$ cat config.mk
export PLATFORM = sky130hd
export DESIGN_NAME = fetch_stage
export DESIGN_NICKNAME = d
export VERILOG_FILES = /design/src/rtl/fetch_stage_pkg.sv /design/src/rtl/fetch_stage.sv
export SDC_FILE = /design/constraint.sdc
export NUM_CORES = 1
export LEC_CHECK = 0
export CAP_MARGIN = 20
export CORE_ASPECT_RATIO = 0.8
export CORE_MARGIN = 3
export CORE_UTILIZATION = 35
export CTS_CLUSTER_DIAMETER = 40
export CTS_CLUSTER_SIZE = 24
export DETAILED_ROUTE_END_ITERATION = 16
export PLACE_DENSITY = 0.71
export SETUP_SLACK_MARGIN = 0.02
export SYNTH_ARGS = -nofsm -noshare
export SYNTH_HDL_FRONTEND = slang
export SYNTH_SLANG_ARGS = --single-unit
$ cat constraint.sdc
create_clock -name clk -period 1.7 [get_ports clk]
set_input_delay 0.34 -clock clk [delete_from_list [all_inputs] [get_ports clk]]
set_output_delay 0.34 -clock clk [all_outputs]
set_load 0.01 [all_outputs]
$ cat src/rtl/fetch_stage_pkg.sv
// Shared definitions for the instruction fetch stage: the sequencer states,
// the datapath word width and where the opcode field sits in an instruction.
package fetch_stage_pkg;

  localparam int XLEN   = 32;
  localparam int OP_MSB = 31;
  localparam int OP_LSB = 26;
  localparam int OP_W   = OP_MSB - OP_LSB + 1;

  typedef logic [XLEN-1:0] word_t;

  typedef enum logic [1:0] {
    FETCH = 2'd0,
    HELD  = 2'd1,
    DRAIN = 2'd2
  } fetch_state_t;

  function automatic word_t pc_inc(input word_t pc);
    return pc + word_t'(4);
  endfunction

endpackage

$ cat src/rtl/fetch_stage.sv
// Instruction fetch stage: drives the instruction memory, absorbs stalls
// through a one-entry buffer and redirects on taken branches.
//
//   state | meaning
//   FETCH | request outstanding at PC, waiting for ack
//   HELD  | fetched word parked in the buffer while decode stalls, no request
//   DRAIN | branch arrived before ack; old request still in flight, reply dropped
module fetch_stage
  import fetch_stage_pkg::*;
#(
  parameter word_t RESET_PC  = 32'h0000_0000,
  parameter word_t NOP_INSTR = 32'h0000_0000
) (
  input  logic            clk,
  input  logic            rst_n,
  output logic            imem_req,
  output logic [XLEN-1:0] imem_addr,
  input  logic            imem_ack,
  input  logic [XLEN-1:0] imem_rdata,
  input  logic            stall,
  input  logic            branch_taken,
  input  logic [XLEN-1:0] branch_target,
  output logic [XLEN-1:0] if_id_instr,
  output logic [XLEN-1:0] if_id_pc4,
  output logic            if_id_valid,
  output logic [OP_W-1:0] opcode
);

  fetch_state_t state_q, state_d;

  word_t pc_q, pc_d;
  word_t buf_instr_q, buf_instr_d;
  word_t buf_pc4_q, buf_pc4_d;
  word_t pend_q, pend_d;
  word_t ifid_instr_q, ifid_instr_d;
  word_t ifid_pc4_q, ifid_pc4_d;
  logic  ifid_valid_q, ifid_valid_d;
  word_t pc_next;

  assign pc_next = pc_inc(pc_q);

  always_ff @(posedge clk) begin
    if (!rst_n) state_q <= FETCH;
    else        state_q <= state_d;
  end

  always_comb begin
    state_d      = state_q;
    pc_d         = pc_q;
    buf_instr_d  = buf_instr_q;
    buf_pc4_d    = buf_pc4_q;
    pend_d       = pend_q;
    ifid_instr_d = ifid_instr_q;
    ifid_pc4_d   = ifid_pc4_q;
    ifid_valid_d = ifid_valid_q;

    if (branch_taken) begin
      ifid_instr_d = NOP_INSTR;
      ifid_pc4_d   = '0;
      ifid_valid_d = 1'b0;
      unique case (state_q)
        FETCH: begin
          if (imem_ack) begin
            pc_d = branch_target;
          end else begin
            pend_d  = branch_target;
            state_d = DRAIN;
          end
        end
        HELD: begin
          pc_d    = branch_target;
          state_d = FETCH;
        end
        DRAIN: begin
          // The reply to the stale request may land in the same cycle.
          if (imem_ack) begin
            pc_d    = branch_target;
            state_d = FETCH;
          end else begin
            pend_d = branch_target;
          end
        end
        default: state_d = FETCH;
      endcase
    end else begin
      // Decode consumes IF/ID whenever it is not stalled; refill with a bubble
      // unless a new instruction is delivered this cycle.
      if (!stall) begin
        ifid_instr_d = NOP_INSTR;
        ifid_pc4_d   = '0;
        ifid_valid_d = 1'b0;
      end
      unique case (state_q)
        FETCH: begin
          if (imem_ack) begin
            pc_d = pc_next;
            if (stall) begin
              buf_instr_d = imem_rdata;
              buf_pc4_d   = pc_next;
              state_d     = HELD;
            end else begin
              ifid_instr_d = imem_rdata;
              ifid_pc4_d   = pc_next;
              ifid_valid_d = 1'b1;
            end
          end
        end
        HELD: begin
          if (!stall) begin
            ifid_instr_d = buf_instr_q;
            ifid_pc4_d   = buf_pc4_q;
            ifid_valid_d = 1'b1;
            state_d      = FETCH;
          end
        end
        DRAIN: begin
          if (imem_ack) begin
            pc_d    = pend_q;
            state_d = FETCH;
          end
        end
        default: state_d = FETCH;
      endcase
    end
  end

  always_ff @(posedge clk) begin
    if (!rst_n) begin
      pc_q         <= RESET_PC;
      buf_instr_q  <= '0;
      buf_pc4_q    <= '0;
      pend_q       <= '0;
      ifid_instr_q <= NOP_INSTR;
      ifid_pc4_q   <= '0;
      ifid_valid_q <= 1'b0;
    end else begin
      pc_q         <= pc_d;
      buf_instr_q  <= buf_instr_d;
      buf_pc4_q    <= buf_pc4_d;
      pend_q       <= pend_d;
      ifid_instr_q <= ifid_instr_d;
      ifid_pc4_q   <= ifid_pc4_d;
      ifid_valid_q <= ifid_valid_d;
    end
  end

  assign imem_req    = rst_n && (state_q != HELD);
  assign imem_addr   = pc_q;
  assign if_id_instr = ifid_instr_q;
  assign if_id_pc4   = ifid_pc4_q;
  assign if_id_valid = ifid_valid_q;
  assign opcode      = ifid_instr_q[OP_MSB:OP_LSB];

endmodule

==> impl_metrics.yaml <==
clock_network:
  clk-insertion-delay-late_ns: 0.44
  cts_tree: "done"
  clk_path_buf_depth: 2
  clkSinkCount: 195
  cts-root-buf: "clkbuf_16"
  cts.clk_slew.worst_paths_ns: 0.08
  cts_buffers: 17
  cts_hold_repair.buffers: 0
  htree_levels: 4
timing:
  period_needed_ns: 1.81
  tightest_slew_ns: 0.504
  fin_ws_ns: -0.111
  holdWs_ns: 0.245
  skew_ns: 0.0147
  fmax_mhz: 552
  slew_violations: 0
  setup_viol: 22
  rsz0062_at_grt: "true"
  slew_headroom_pct: 66.4
  finalHoldViolations: 0
  finalCritPeriodShare_pct: 107
routing:
  drcViolationCount: 0
  antenna_left: 0
  wl_met1_microns: 13100
  wl_microns: 31200
  drt_iter0_drc: 865
  wl_met2_microns: 15300
  wl_per_cell_microns: 18.7
  avgViaCountPerCell: 5.59
  first_pass_iters: 7
  route.met3.wl_microns: 2370
  vias: 9310
  highest_layer: "met5"
power:
  seqPwrFrac_pct: 45.7
  p_clk_share_pct: 38.2
  cellLeakagePower_nw: 5.57
  peakVddDrop_v: 0.000717
  power.density_mw_per_mm2: 809
  p_comb_share_pct: 16.1
  p_sw_share_pct: 28.7
  power_switching_w: 0.00307
  p_int_w: 0.00762
min_path:
  worstHoldStart: "stall"
  whs_path_depth: 3
  min_to: "state_q[0]"
  hold_path.class: "in -> reg"
synthesis:
  synth-edff-count: 0
  synth_compound_area_share_pct: 23.8
  yosys.area_share.xor_xnor_pct: 1.84
  syn-instance-count: 1056
  synth_top_family_by_area: "compound AO/OA/AOI/OAI gates"
  synth_seq_cells: 195
  ys_async_sr_fraction_pct: 0
  syn-mean-instance-area_sq_um: 8.09
  muxShareOfSynthArea_pct: 0.234
  synth_nets: 1126
  synth.distinct_cells: 60
  yosysTopAreaCell: "dfxtp_1"
  synth.most_common_cell: "dfxtp_1"
  synthFlopType: "dfxtp_1"
  yosysSeqAreaShare_pct: 45.7
  yosysWarningCount: 0
  yosys.area_share.simple_pct: 22.8
  ys_top_cells_by_count: "dfxtp_1, nand2_1, a21oi_1, nor2_1, clkbuf_1"
  synthAdderAreaFrac_pct: 0.146
  synth_top_area_share_pct: 45.7
  syn_area_sq_mm: 0.00855
  synth.area.top_cells: "dfxtp_1, nand2_1, a21oi_1"
place:
  dp.cells: 1607
  port_buffers: 172
  hpwlAfterDp_microns: 21100
  place_area_sq_mm: 0.0118
  gp_congestion: 0.949
grt:
  grt-ovfl-total: 0
  grt_max_degree: 57
  grt_antenna_before_repair: 1
  grt_pass1_vias: 8800
  grt_first_pass_wirelength_microns: 47800
  grtUsageTotal_pct: 22.4
finish:
  fin_area_sq_mm: 0.0132
  area_growth_pct: 54.6
  finalNonFillerCells: 1664
  utilization_pct: 55.7
  fin_nets: 1410
  fillCellCount: 2126
  post_route_cells_drive_above_1_share_pct: 26.0
  diodes: 0
die:
  start_util_pct: 36.0
  dieArea_sq_mm: 0.0263
  dieWidth_microns: 181
  die_h_microns: 146
  rows: 50
  pin_count: 173
  core_area_sq_mm: 0.0237
worst_setup_path:
  cp_top_family: "simple AND/OR/NAND/NOR gates"
  r2r_start: "imem_addr[2]"
  max_stage_delay_ns: 0.51
  cp-start-kind: "flip-flop"
  rrSetupSlack_ns: -0.11
  critPathMaxFanout: 5
  worstReg2RegEnd: "if_id_pc4[31]"
  slowest_stage: "or4_4"
  cp-end-kind: "flip-flop"
  path_cells: "and4_4, nand4_1, or4_4, xor2_4, o22ai_1"
  cp.buffers_inverters: 0
  worstSetupPathType: "reg -> reg"
  worstPathRequired_ns: 2.02
  cp.arrival_ns: 2.14
  r2r_cells: 5
outcome:
  status: "finished with violations"
  violations: "negative setup slack"
run:
  max-cap-violations: 0
state kept, by name, indices dropped and copies added (netlist names):
register	count
state_q	2
imem_addr	32
if_id_valid	1
if_id_pc4	32
buf_instr_q	32
pend_q	32
buf_pc4_q	32
if_id_instr	32
power by group through the flow:
| stage | Clock [W] | Sequential (W) | Combinational [W] |
|---|---|---|---|
| after floorplan | 0 | 0.00502 | 0.000679 |
| after global placement | 0 | 0.00497 | 0.00161 |
| after detailed placement | 0 | 0.00498 | 0.00163 |
| after CTS | 0.00415 | 0.00487 | 0.00163 |
| after global routing | 0.00432 | 0.00490 | 0.00185 |
| final | 0.00408 | 0.00488 | 0.00172 |
worst max path at each step:
stage | from | end | slack, ns | cells past startpoint
2_1_floorplan | imem_addr[26] | if_id_pc4[31] | 0.009 | 6
3_3_place_gp | imem_ack | buf_pc4_q[2] | -0.35 | 8
3_5_place_dp | branch_taken | imem_addr[12] | -0.34 | 6
4_1_cts | imem_addr[16] | if_id_pc4[31] | -0.14 | 5
5_1_grt | imem_addr[9] | if_id_pc4[29] | -0.19 | 7
6_report | imem_addr[2] | if_id_pc4[31] | -0.11 | 5
layout make-up:
| cell class | instances | area, sq um | share of cell area [%] |
|---|---|---|---|
| clock buffers | 19 | 453 | 3.43 |
| multi-input cells | 752 | 4800 | 36.3 |
| inverters | 12 | 45.0 | 0.341 |
| clock inverters | 12 | 133 | 1.00 |
| well taps | 312 | 390 | 2.95 |
| flip-flops and latches | 195 | 3980 | 30.1 |
| repair buffers | 362 | 3410 | 25.8 |
cell families after synthesis:
kind of cell	count (synthesis)
mux	2
flops	195
buf+inv	110
simple gates	416
xor+xnor	18
compound gates	314
fa+ha+maj	1
timing repair:
action / in CTS / in global routing
pin swaps: 29 / 61
buffers inserted: 6 / 21
setup endpoints to repair: 144 / 92
hold endpoints to repair: 0 / 0
cloned: 1 / 0
gates resized for setup: 171 / 106
through the flow:
step / power, W / setup WS (ns) / setup TNS (ns)
finish: 0.0107 / -0.111 / -0.790
global route: 0.0111 / -0.189 / -3.79
CTS: 0.0107 / -0.137 / -1.23
detailed placement: 0.00661 / -0.338 / -44.32
global placement: 0.00658 / -0.352 / -40.73
floorplan: 0.00570 / 0.00854 / 0
layer usage:
metal / vias to the layer above / GRT usage (%)
met1: 4515 / 30.1
met4: 2 / 4.41
met5: - / 0
met3: 30 / 5.47
li1: 4390 / -
met2: 373 / 36.8
layout by cell type (no fill, tap or decap), types with 29 or more instances in the layout:
cell             count
nand2_1            176
dfxtp_1            163
buf_4              143
a21oi_1            109
nor2_1             104
dlygate4sd2_1       85
clkdlybuf4s50_1     68
o21ai_0             50
a222oi_1            42
buf_6               29
worst min-delay path: stages:
cell and delay [ns]:
buf_2 0.14, nand2_1 0.11, nor3_1 0.06
Power figures use the tool's default switching activity.
